## config.mk

```make
export PLATFORM = sky130hd
export DESIGN_NAME = cic_rate_sequencer_flat
export DESIGN_NICKNAME = d
export VERILOG_FILES = /design/src/rtl/cic_rate_sequencer_if.sv /design/src/rtl/cic_rate_sequencer.sv /design/src/flat_wrapper.sv
export SDC_FILE = /design/constraint.sdc
export NUM_CORES = 1
export LEC_CHECK = 0
export ABC_CLOCK_PERIOD_IN_PS = 2700
export BUFFER_PORTS_ARGS = -buffer_cell sky130_fd_sc_hd__clkbuf_2
export CORE_AREA = 8 8 55 57
export DETAILED_ROUTE_END_ITERATION = 8
export DIE_AREA = 0 0 63 65
export GPL_TIMING_DRIVEN = 0
export PLACE_DENSITY = 0.78
export SYNTH_ARGS = -nofsm -noshare
export SYNTH_HDL_FRONTEND = slang
export SYNTH_SLANG_ARGS = --single-unit
```

## constraint.sdc

```tcl
create_clock -name clock -period 2.7 [get_ports clock]
set_input_delay 0.675 -clock clock [delete_from_list [all_inputs] [get_ports clock]]
set_output_delay 0.675 -clock clock [all_outputs]
set_load 0.02 [all_outputs]
```

## src/rtl/cic_rate_sequencer_if.sv

```systemverilog
// Host/strobe bundle between the rate sequencer, its host side and the CIC.
// slave  : the sequencer itself.
// master : whoever drives requests, the input strobe and the CIC out_strobe.
interface cic_rate_sequencer_if;
  logic [6:0] req_decimation;
  logic       req_valid;
  logic       req_ready;
  logic       req_ack;
  logic       rate_error;
  logic       in_strobe;
  logic       cic_in_strobe;
  logic [6:0] cic_decimation;
  logic       cic_out_strobe;
  logic       out_valid;
  logic       busy;

  modport slave (
    input  req_decimation, req_valid, in_strobe, cic_out_strobe,
    output req_ready, req_ack, rate_error, cic_in_strobe, cic_decimation,
           out_valid, busy
  );

  modport master (
    output req_decimation, req_valid, in_strobe, cic_out_strobe,
    input  req_ready, req_ack, rate_error, cic_in_strobe, cic_decimation,
           out_valid, busy
  );
endinterface

```

## src/rtl/cic_rate_sequencer.sv

```systemverilog
// Run-time decimation controller for one CIC decimator.
// Rate changes are applied only on a CIC output-frame boundary; the input
// strobe is gated for the switch cycle and the first STAGES outputs after any
// change (or reset) are blanked because their comb history mixes rates.
// Optional feature: define CIC_SEQ_TIMEOUT_EN to add an ALIGN watchdog that
// aborts a request after TIMEOUT_CYCLES cycles with no CIC output.
module cic_rate_sequencer #(
  parameter int STAGES          = 5,
  parameter int MIN_DECIMATION  = 2,
  parameter int MAX_DECIMATION  = 40,
  parameter int INIT_DECIMATION = 40,
  parameter int TIMEOUT_CYCLES  = 65535
) (
  input logic                 clock,
  input logic                 reset,
  cic_rate_sequencer_if.slave bus
);

  typedef enum logic [1:0] {
    ST_RUN    = 2'd0,
    ST_ALIGN  = 2'd1,
    ST_SWITCH = 2'd2,
    ST_SETTLE = 2'd3
  } state_t;

  // Settle counter must hold 0..STAGES-1; never narrower than 3 bits.
  localparam int CW = ($clog2(STAGES) > 3) ? $clog2(STAGES) : 3;

  localparam logic [6:0]    MIN_D  = 7'(MIN_DECIMATION);
  localparam logic [6:0]    MAX_D  = 7'(MAX_DECIMATION);
  localparam logic [6:0]    INIT_D = 7'(INIT_DECIMATION);
  localparam logic [CW-1:0] LAST_S = CW'(STAGES - 1);

  state_t        state_q;
  logic [6:0]    cic_dec_q;
  logic [6:0]    pending_q;
  logic [CW-1:0] settle_cnt_q;
  logic          req_ack_q;
  logic          rate_error_q;
  // Set only by a real rate switch, so the reset-time settle never acks.
  logic          ack_pend_q;

`ifdef CIC_SEQ_TIMEOUT_EN
  localparam int WW = ($clog2(TIMEOUT_CYCLES + 1) > 16) ? $clog2(TIMEOUT_CYCLES + 1) : 16;
  localparam logic [WW-1:0] WD_LAST = WW'(TIMEOUT_CYCLES - 1);
  logic [WW-1:0] wd_cnt_q;
`endif

  logic accept;
  logic req_in_range;
  assign accept       = bus.req_valid && (state_q == ST_RUN);
  assign req_in_range = (bus.req_decimation >= MIN_D) && (bus.req_decimation <= MAX_D);

  // Sequencer FSM with registered decimation, ack and error pulses.
  always_ff @(posedge clock) begin
    if (reset) begin
      state_q      <= ST_SETTLE;
      cic_dec_q    <= INIT_D;
      pending_q    <= INIT_D;
      settle_cnt_q <= '0;
      req_ack_q    <= 1'b0;
      rate_error_q <= 1'b0;
      ack_pend_q   <= 1'b0;
`ifdef CIC_SEQ_TIMEOUT_EN
      wd_cnt_q     <= '0;
`endif
    end else begin
      req_ack_q    <= 1'b0;
      rate_error_q <= 1'b0;
      case (state_q)
        ST_RUN: begin
          if (accept) begin
            if (!req_in_range) begin
              rate_error_q <= 1'b1;
            end else if (bus.req_decimation == cic_dec_q) begin
              req_ack_q <= 1'b1;
            end else begin
              pending_q <= bus.req_decimation;
              state_q   <= ST_ALIGN;
`ifdef CIC_SEQ_TIMEOUT_EN
              wd_cnt_q  <= '0;
`endif
            end
          end
        end
        ST_ALIGN: begin
          // The CIC counter is at zero right at its output strobe.
          if (bus.cic_out_strobe) begin
            state_q <= ST_SWITCH;
          end
`ifdef CIC_SEQ_TIMEOUT_EN
          else if (wd_cnt_q == WD_LAST) begin
            rate_error_q <= 1'b1;
            state_q      <= ST_RUN;
          end else begin
            wd_cnt_q <= wd_cnt_q + 1'b1;
          end
`endif
        end
        ST_SWITCH: begin
          cic_dec_q    <= pending_q;
          settle_cnt_q <= '0;
          ack_pend_q   <= 1'b1;
          state_q      <= ST_SETTLE;
        end
        ST_SETTLE: begin
          if (bus.cic_out_strobe) begin
            if (settle_cnt_q == LAST_S) begin
              settle_cnt_q <= '0;
              state_q      <= ST_RUN;
              req_ack_q    <= ack_pend_q;
              ack_pend_q   <= 1'b0;
            end else begin
              settle_cnt_q <= settle_cnt_q + 1'b1;
            end
          end
        end
        default: state_q <= ST_SETTLE;
      endcase
    end
  end

  // Zero-latency strobe gating and output qualification from the state.
  always_comb begin
    bus.req_ready     = (state_q == ST_RUN);
    bus.busy          = (state_q != ST_RUN);
    bus.cic_in_strobe = bus.in_strobe && (state_q != ST_SWITCH);
    bus.out_valid     = bus.cic_out_strobe &&
                        ((state_q == ST_RUN) || (state_q == ST_ALIGN));
  end

  assign bus.cic_decimation = cic_dec_q;
  assign bus.req_ack        = req_ack_q;
  assign bus.rate_error     = rate_error_q;

endmodule

```

## src/flat_wrapper.sv

```systemverilog
// flat-port wrapper written by rule: the top's interface ports become plain ports
module cic_rate_sequencer_flat 
#(
  parameter int STAGES          = 5,
  parameter int MIN_DECIMATION  = 2,
  parameter int MAX_DECIMATION  = 40,
  parameter int INIT_DECIMATION = 40,
  parameter int TIMEOUT_CYCLES  = 65535
)
  (clock, reset, bus_req_decimation, bus_req_valid, bus_in_strobe, bus_cic_out_strobe, bus_req_ready, bus_req_ack, bus_rate_error, bus_cic_in_strobe, bus_cic_decimation, bus_out_valid, bus_busy);
  cic_rate_sequencer_if bus_i ();
  input logic clock;
  input logic reset;
  input wire logic [$bits(bus_i.req_decimation)-1:0] bus_req_decimation;
  input wire logic [$bits(bus_i.req_valid)-1:0] bus_req_valid;
  input wire logic [$bits(bus_i.in_strobe)-1:0] bus_in_strobe;
  input wire logic [$bits(bus_i.cic_out_strobe)-1:0] bus_cic_out_strobe;
  output wire logic [$bits(bus_i.req_ready)-1:0] bus_req_ready;
  output wire logic [$bits(bus_i.req_ack)-1:0] bus_req_ack;
  output wire logic [$bits(bus_i.rate_error)-1:0] bus_rate_error;
  output wire logic [$bits(bus_i.cic_in_strobe)-1:0] bus_cic_in_strobe;
  output wire logic [$bits(bus_i.cic_decimation)-1:0] bus_cic_decimation;
  output wire logic [$bits(bus_i.out_valid)-1:0] bus_out_valid;
  output wire logic [$bits(bus_i.busy)-1:0] bus_busy;
  assign bus_i.req_decimation = bus_req_decimation;
  assign bus_i.req_valid = bus_req_valid;
  assign bus_i.in_strobe = bus_in_strobe;
  assign bus_i.cic_out_strobe = bus_cic_out_strobe;
  assign bus_req_ready = bus_i.req_ready;
  assign bus_req_ack = bus_i.req_ack;
  assign bus_rate_error = bus_i.rate_error;
  assign bus_cic_in_strobe = bus_i.cic_in_strobe;
  assign bus_cic_decimation = bus_i.cic_decimation;
  assign bus_out_valid = bus_i.out_valid;
  assign bus_busy = bus_i.busy;
  cic_rate_sequencer #(.STAGES(STAGES), .MIN_DECIMATION(MIN_DECIMATION), .MAX_DECIMATION(MAX_DECIMATION), .INIT_DECIMATION(INIT_DECIMATION), .TIMEOUT_CYCLES(TIMEOUT_CYCLES)) u_core (.clock(clock), .reset(reset), .bus(bus_i));
endmodule
```

== Word level (Yosys, flattened, before mapping) ==
Cells that the tools add are included.

* Input bits: 12
* Bits in registers: 22
* Word-level logic and storage cells: 58
* Latch bits: 0
* Output and inout port bits: 13
* ROM bits: 0
* Memories: 0
* Bits in writable memories: 0

* Reduce and logical (&&, ||, !) cells: 13
* Shifts and indexed selects: 0
* Order comparisons: 2
* $add $sub $neg: 1
* Div/mod/pow operators: 0
* Muxes and demuxes: 20
* Bitwise logic cells: 3
* Equal/unequal tests: 12
* Multiply operators: 0

{| class="wikitable"
|+ Operators with widths
! kind !! number
|-
| $mux W2 || 6
|-
| $mux W1 || 8
|-
| $ne A2 B2 Y1 const B || 4
|-
| $pmux W2 S4 || 1
|-
| $eq A7 B7 Y1 || 1
|-
| $ge A7 B2 Y1 const B || 1
|-
| $le A7 B6 Y1 const B || 1
|-
| $mux W3 || 2
|-
| $ne A2 B1 Y1 const B || 3
|-
| $pmux W3 S2 || 1
|-
| $reduce_and A6 Y1 || 1
|-
| $eq A2 B2 Y1 const B || 2
|-
| $logic_and A1 B1 Y1 || 4
|-
| $pmux W1 S2 || 2
|-
| $reduce_and A4 Y1 || 1
|-
| $reduce_bool A2 Y1 || 2
|-
| $add A3 B1 Y3 const B || 1
|-
| $eq A3 B3 Y1 const B || 1
|-
| $not A1 Y1 || 3
|-
| $reduce_and A3 Y1 || 1
|-
| $reduce_or A3 Y1 || 1
|-
| $eq A2 B1 Y1 const B || 1
|-
| $logic_not A2 Y1 || 1
|-
| $reduce_and A2 Y1 || 1
|-
| $logic_or A1 B1 Y1 || 1
|}

== Logic depth before layout (Yosys ltp) ==
Gate-level depths: netlist of the first run.

* Depth in word-level cells: 5
* Mapped depth: 7
* Gate-level depth less buffers: 7

== Worst setup path after synthesis of the first run ==
OpenSTA, ideal clock, no wires.

* Path kind: in2reg
* Start point: input bus_req_decimation[1]
* End point: register u_core.pending_q[0]
* Stages: 5
* Path buffers: 0
* Data required time: 2,628 ps
* Slack: 688 ps
* Setup time: 72 ps
* Arrival time: 1,941 ps
* Cell sequence: nor4_2 > nor2_1 > or3_4 > nor3_4 > mux2i_1

* Word-level cells in the longest chain between the ends: 3
* Elaborated cells on any way between the ends: 6
* Classes of those cells: order compare (2); eq/ne (1); bitwise (1); reduce/logical (2)

{| class="wikitable"
|+ Ends and longest elaborated chain
! item !! RTL line !! RTL
|-
| from (decl) || flat_wrapper.sv:14 || <nowiki>input wire logic [$bits(bus_i.req_decimation)-1:0] bus_req_decimation;</nowiki>
|-
| $ge A7 B2 Y1, or another cell as far along || cic_rate_sequencer.sv:52 || <nowiki>assign req_in_range = (bus.req_decimation >= MIN_D) && (bus.req_decimation <= MAX_D);</nowiki>
|-
| $logic_and A1 B1 Y1 or $not A1 Y1 (tied branches) || - ||
|-
| $reduce_and A4 Y1 (no source line) * || - ||
|-
| to (signal assigned) || cic_rate_sequencer.sv:78 || <nowiki>pending_q <= bus.req_decimation;</nowiki>
|-
| to (decl) || cic_rate_sequencer.sv:36 || <nowiki>logic [6:0] pending_q;</nowiki>
|}

Mark *: on every way between the ends. The rest lies on a longest branch, timed or not.
A chain may end at the register's enable or synchronous reset.

== Worst setup path after layout of the first run ==
* Start point: register u_core.state_q[0]
* End point: output bus_cic_in_strobe

* Word-level cells in the longest chain between the ends: 2

{| class="wikitable"
|+ Ends and longest elaborated chain
! item !! RTL line !! RTL
|-
| from (decl) || cic_rate_sequencer.sv:34 || <nowiki>state_t state_q;</nowiki>
|-
| from (signal assigned) || cic_rate_sequencer.sv:57 || <nowiki>state_q <= ST_SETTLE;</nowiki>
|-
| from (signal assigned) || cic_rate_sequencer.sv:79 || <nowiki>state_q <= ST_ALIGN;</nowiki>
|-
| from (signal assigned) || cic_rate_sequencer.sv:89 || <nowiki>state_q <= ST_SWITCH;</nowiki>
|-
| $ne A2 B2 Y1 || cic_rate_sequencer.sv:127 || <nowiki>bus.cic_in_strobe = bus.in_strobe && (state_q != ST_SWITCH);</nowiki>
|-
| $logic_and A1 B1 Y1 || cic_rate_sequencer.sv:127 ||
|-
| to (decl) || flat_wrapper.sv:21 || <nowiki>output wire logic [$bits(bus_i.cic_in_strobe)-1:0] bus_cic_in_strobe;</nowiki>
|}

No other way between the ends.

==> impl_metrics.ini, run 1 <==
[placed_design]
dp_cells = 183
place_area_mm2 = 0.00130
gp_congestion = 0.822
hpwl_um = 2000
port_buffers = 24

[synthesis]
async_flop_share_pct = 0
ys_ff_latch = 22
synth-xor-area-share_pct = 5.34
synth-adder-area-share_pct = 6.54
avgSynthCellArea_um2 = 8.76
syn-instance-count = 131
yosys.area_share.simple_pct = 22.9
synth_fp_nets = 149
synth.cell_area_mm2 = 0.00115
ys_warn_count = 0
synth_top_family_by_area = simple AND/OR/NAND/NOR gates
muxShareOfSynthArea_pct = 12.2
synth_ff_type = dfxtp_1
synth-edff-count = 0
synth_compound_area_share_pct = 10.7
yosysUniqueCellTypes = 32
yosysSeqAreaShare_pct = 38.4

[routing]
vias = 1009
drt_iter0_drc = 39
drtPass1Iterations = 4
drc_errors = 0
postRouteAntennaNets = 0
wl_um = 2620
via_per_inst = 5.40
wl_per_cell_um = 14.0

[finish]
finalNetCount = 178
finalInstanceArea_mm2 = 0.00136
layout_commonest_cell = clkbuf_2
drive_gt1_share_pct = 20.8
diodes = 0
fillCellCount = 197
layout_common_cells = 24 x clkbuf_2, 22 x dfxtp_1, 18 x nor2_1
area_growth_pct = 18.1
stdcell_count = 187

[setup_path]
critical_path_arrival_ns = 1.83
end_kind = output pin
cp-startpoint = u_core.state_q[0]
endpoint = bus_cic_in_strobe
cp-start-kind = flip-flop
critical_path_class = reg2out
reg2reg_to = u_core.pending_q[4]
reg2reg_depth = 6
r2r_slack_ns = 0.79
cp_max_fo = 10
worstReg2RegStart = u_core.state_q[0]
crit_required_ns = 2.03

[clock_tree]
cts_made_buffers = 3
clkTransAtPathRegs_ns = 0.13
root_buffer = clkbuf_4
htreeDepth = 1
cts.sinks = 22
holdBufCountCts = 0
postCtsResizedCells = 0
cts_tree = done
clk_latency_ns = 0.32
cts_max_path_buffers = 2
cts_setup_buffers = 0

[die]
die_h_um = 65
num_rows = 17
core_mm2 = 0.00215
io_pins = 25
start_util_pct = 53.4
die_w_um = 63
die_area_mm2 = 0.00410

[sta]
relSlewSlack_pct = 54.8
rsz0062_at_grt = no
setup-violations-final = 0
finalCriticalPeriod_ns = 2.50
fin_tns_setup_ns = 0
final-hold-violation-count = 0
fin_worst_skew_ns = 0.00523
period_share_pct = 92.7
max_slew.worst_pin.slew_ns = 0.678
maxSlewViolCount = 0
fmax_mhz = 400

[grt]
grt_pass1_vias = 1061
antenna_found_initial = 0
grt-ovfl-total = 0
grt_first_pass_wirelength_um = 4620
grt_max_degree = 14
grt.total_usage_pct = 13.7

[hold_path]
holdCritPathClass = reg2reg

[status]
status = finished, final reports clean

[power]
ir_drop_v = 0.000589
power_per_cell_area_mw_per_mm2 = 705
power_leakage_uw = 0.000560

[flow_run]
cap_violations = 0
-- worst min-delay path by stage --
| stage | to | start | slack [ns] | depth (start not counted) |
|---|---|---|---|---|
| detailed placement | u_core.pending_q[2] | u_core.pending_q[2] | 0.46 | 2 |
| global placement | u_core.pending_q[4] | u_core.pending_q[4] | 0.44 | 2 |
| global route | u_core.pending_q[1] | u_core.pending_q[1] | 0.51 | 2 |
| CTS | u_core.pending_q[2] | u_core.pending_q[2] | 0.48 | 2 |
| finish | u_core.pending_q[2] | u_core.pending_q[2] | 0.48 | 2 |
| floorplan | u_core.pending_q[0] | u_core.pending_q[0] | 0.43 | 2 |
-- layout make-up --
cell class / count / area [um^2] / area share, %
Multi-Input combinational cell: 97 / 662 / 48.8
Sequential cell: 22 / 440 / 32.5
Timing Repair Buffer: 24 / 120 / 8.86
Tap cell: 28 / 35.0 / 2.59
Clock inverter: 1 / 30.0 / 2.22
Inverter: 7 / 26.3 / 1.94
Clock buffer: 3 / 22.5 / 1.66
Buffer: 5 / 18.8 / 1.39
-- flip-flops by register name, summed over array words and instances (netlist names) --
register	flops
u_core.state_q	2
u_core.bus.rate_error	1
u_core.settle_cnt_q	3
u_core.pending_q	7
u_core.bus.req_ack	1
u_core.ack_pend_q	1
u_core.bus.cic_decimation	7
-- critical path, cell delays in order (launching register included) --
cell,delay (ns)
dfxtp_1,0.37
inv_1,0.12
ha_1,0.20
buf_1,0.54
nor2b_1,0.10
clkbuf_2,0.18
-- cell usage after synthesis, drive strengths merged, types with 3 or more instances --
library cell | number | area (um^2)
inv | 7 | 26.3
nor2 | 18 | 67.6
nand2 | 16 | 60.1
ha | 6 | 75.1
nor3 | 8 | 51.3
a21oi | 4 | 20.0
xor2 | 3 | 26.3
clkbuf | 4 | 15.0
dfxtp | 22 | 440
xnor2 | 4 | 35.0
o21ai | 4 | 20.0
mux2i | 14 | 140
-- where the power goes --
part,switching [uW],internal (uW)
Combinational,195,130
Sequential,23.1,349
Clock,107,150
-- metrics by stage --
| stage | setup slack (ns) | power [uW] | utilization [%] | hold slack, ns |
|---|---|---|---|---|
| 2_1_floorplan | 0.688 | 621 | - | 0.434 |
| 3_3_place_gp | 0.421 | 686 | 60.6 | 0.442 |
| 3_5_place_dp | 0.333 | 705 | 60.6 | 0.458 |
| 4_1_cts | 0.184 | 959 | 63.1 | 0.479 |
| 5_1_grt | 0.0525 | 1010 | 63.1 | 0.511 |
| 6_report | 0.198 | 955 | 63.1 | 0.480 |
-- routing by layer --
layer | global-route usage (%) | wire length [um] | up-vias
li1 | - | - | 505
met2 | 24.3 | 1330 | 23
met5 | 0 | 0 | -
met1 | 14.2 | 1100 | 477
met3 | 5.84 | 154 | 4
met4 | 4.56 | 36 | 0
-- kinds of logic after synthesis --
family / count (synthesis)
compound gates: 17
fa+ha+maj: 6
buf+inv: 12
flops: 22
xor+xnor: 7
mux: 14
simple gates: 53
(Power assumes the default switching activity.)
==> run 2: changes to the inputs <==
--- a/config.mk
+++ b/config.mk
@@ -12,6 +12,7 @@
 export DIE_AREA = 0 0 63 65
 export GPL_TIMING_DRIVEN = 0
 export PLACE_DENSITY = 0.78
+export REMOVE_ABC_BUFFERS = 1
 export SYNTH_ARGS = -nofsm -noshare
 export SYNTH_HDL_FRONTEND = slang
 export SYNTH_SLANG_ARGS = --single-unit
==> run 2 against run 1 <==
  * Clock skew about the same
  * Wire length down 2.4%
  * Clock power down 43%
  * Power down 12%
  * Register-to-register slack better by 0.15 ns
  * Core utilization down 2.3 points
==> impl_metrics.ini, run 2 (synthesis gave the netlist of run 1 again) <==
[clock_tree]
clkTransAtPathRegs_ns = 0.11
postCtsResizedCells = 0
cts_tree = done
htreeDepth = 1
cts_made_buffers = 3
cts_setup_buffers = 0
holdBufCountCts = 0
cts.sinks = 22
clk_latency_ns = 0.31
root_buffer = clkbuf_4
cts_max_path_buffers = 2

[routing]
wl_per_cell_um = 14.1
drtPass1Iterations = 4
drt_iter0_drc = 34
vias = 1004
wl_um = 2560
drc_errors = 0
postRouteAntennaNets = 0
via_per_inst = 5.55

[setup_path]
cp_max_fo = 12
crit_chain = inv_1 > ha_1 > nor2b_1 > clkbuf_2
cp-start-kind = flip-flop
cpMaxStageDelayCell = ha_1
critical_path_arrival_ns = 1.62
crit_required_ns = 2.03
critical_path_class = reg2out
slowest_delay_ns = 0.57
end_kind = output pin

[grt]
grt_first_pass_wirelength_um = 4400
grt_pass1_vias = 1034
antenna_found_initial = 0
grt-ovfl-total = 0
grt.total_usage_pct = 13.1
grt_max_degree = 22

[sta]
fmax_mhz = 436
maxSlewViolCount = 0
whs_ns = 0.468
relSlewSlack_pct = 59.2
finalCriticalPeriod_ns = 2.29
max_slew.worst_pin.slew_ns = 0.605
final-hold-violation-count = 0
fin_tns_setup_ns = 0
period_share_pct = 84.9
setup-violations-final = 0
fin_worst_skew_ns = 0.00507
rsz0062_at_grt = no

[finish]
diodes = 0
finalNetCount = 173
layout_commonest_cell = clkbuf_2
finalInstanceArea_mm2 = 0.00131
drive_gt1_share_pct = 20.9
layout_common_cells = 24 x clkbuf_2, 22 x dfxtp_1, 18 x nor2_1
area_growth_pct = 13.8
post-route-util_pct = 60.8

[status]
status = finished, final reports clean

[flow_run]
cap_violations = 0

[die]
die_h_um = 65
start_util_pct = 53.4
io_pins = 25
die_w_um = 63
num_rows = 17
core_mm2 = 0.00215
die_area_mm2 = 0.00410

[power]
power_per_cell_area_mw_per_mm2 = 642
p_sw_share_pct = 36.8
p_total_uw = 838
power_leakage_uw = 0.000540
pwr-share-comb_pct = 38.2
ir_drop_v = 0.000440
p_switching_uw = 309
seqPwrFrac_pct = 44.1
intPower_uw = 530
p_clk_share_pct = 17.7

[placed_design]
gp_congestion = 0.800
place_area_mm2 = 0.00128
hpwl_um = 1930
port_buffers = 24

[hold_path]
holdCritPathClass = reg2reg
-- run 2: layout make-up --
class	count	area [um^2]
fillers	206	842
multi-input cells	97	662
flip-flops and latches	22	440
repair buffers	24	120
well taps	28	35.0
inverters	7	26.3
clock buffers	3	22.5
-- run 2: power by group through the flow --
stage	Sequential, uW	Clock [uW]	Combinational, uW
global route	374	162	360
detailed placement	377	0	322
global placement	375	0	307
floorplan	373	0	242
CTS	370	154	323
finish	370	148	320
-- run 2: worst paths after layout --
check | start | endpoint | slack [ns] | cells past startpoint
min | u_core.pending_q[4] | u_core.pending_q[4] | 0.47 | 2
max | u_core.state_q[0] | bus_cic_in_strobe | 0.41 | 4
max reg2reg | u_core.state_q[1] | u_core.pending_q[5] | 0.94 | 5
min reg2reg | u_core.pending_q[4] | u_core.pending_q[4] | 0.47 | 2
-- run 2: critical path, delay by kind of cell (launching register included) --
family	cells	cell delay (ns)
buffers and inverters	2	0.29
adders and majority gates	1	0.57
DFF	1	0.35
and+or+nand+nor	1	0.10
-- run 2: stage by stage --
step	cells	setup slack (ns)
after floorplan	126	0.688
after CTS	181	0.384
after detailed placement	178	0.336
after global routing	181	0.323
final	181	0.408
after global placement	178	0.409
-- run 2: per-layer routing --
layer | GRT usage (%) | up-vias | wire, um
li1 | - | 494 | -
met4 | 7.69 | 0 | 51
met3 | 3.78 | 5 | 136
met5 | 0 | - | 0
met2 | 24.6 | 23 | 1340
met1 | 12.4 | 482 | 1030
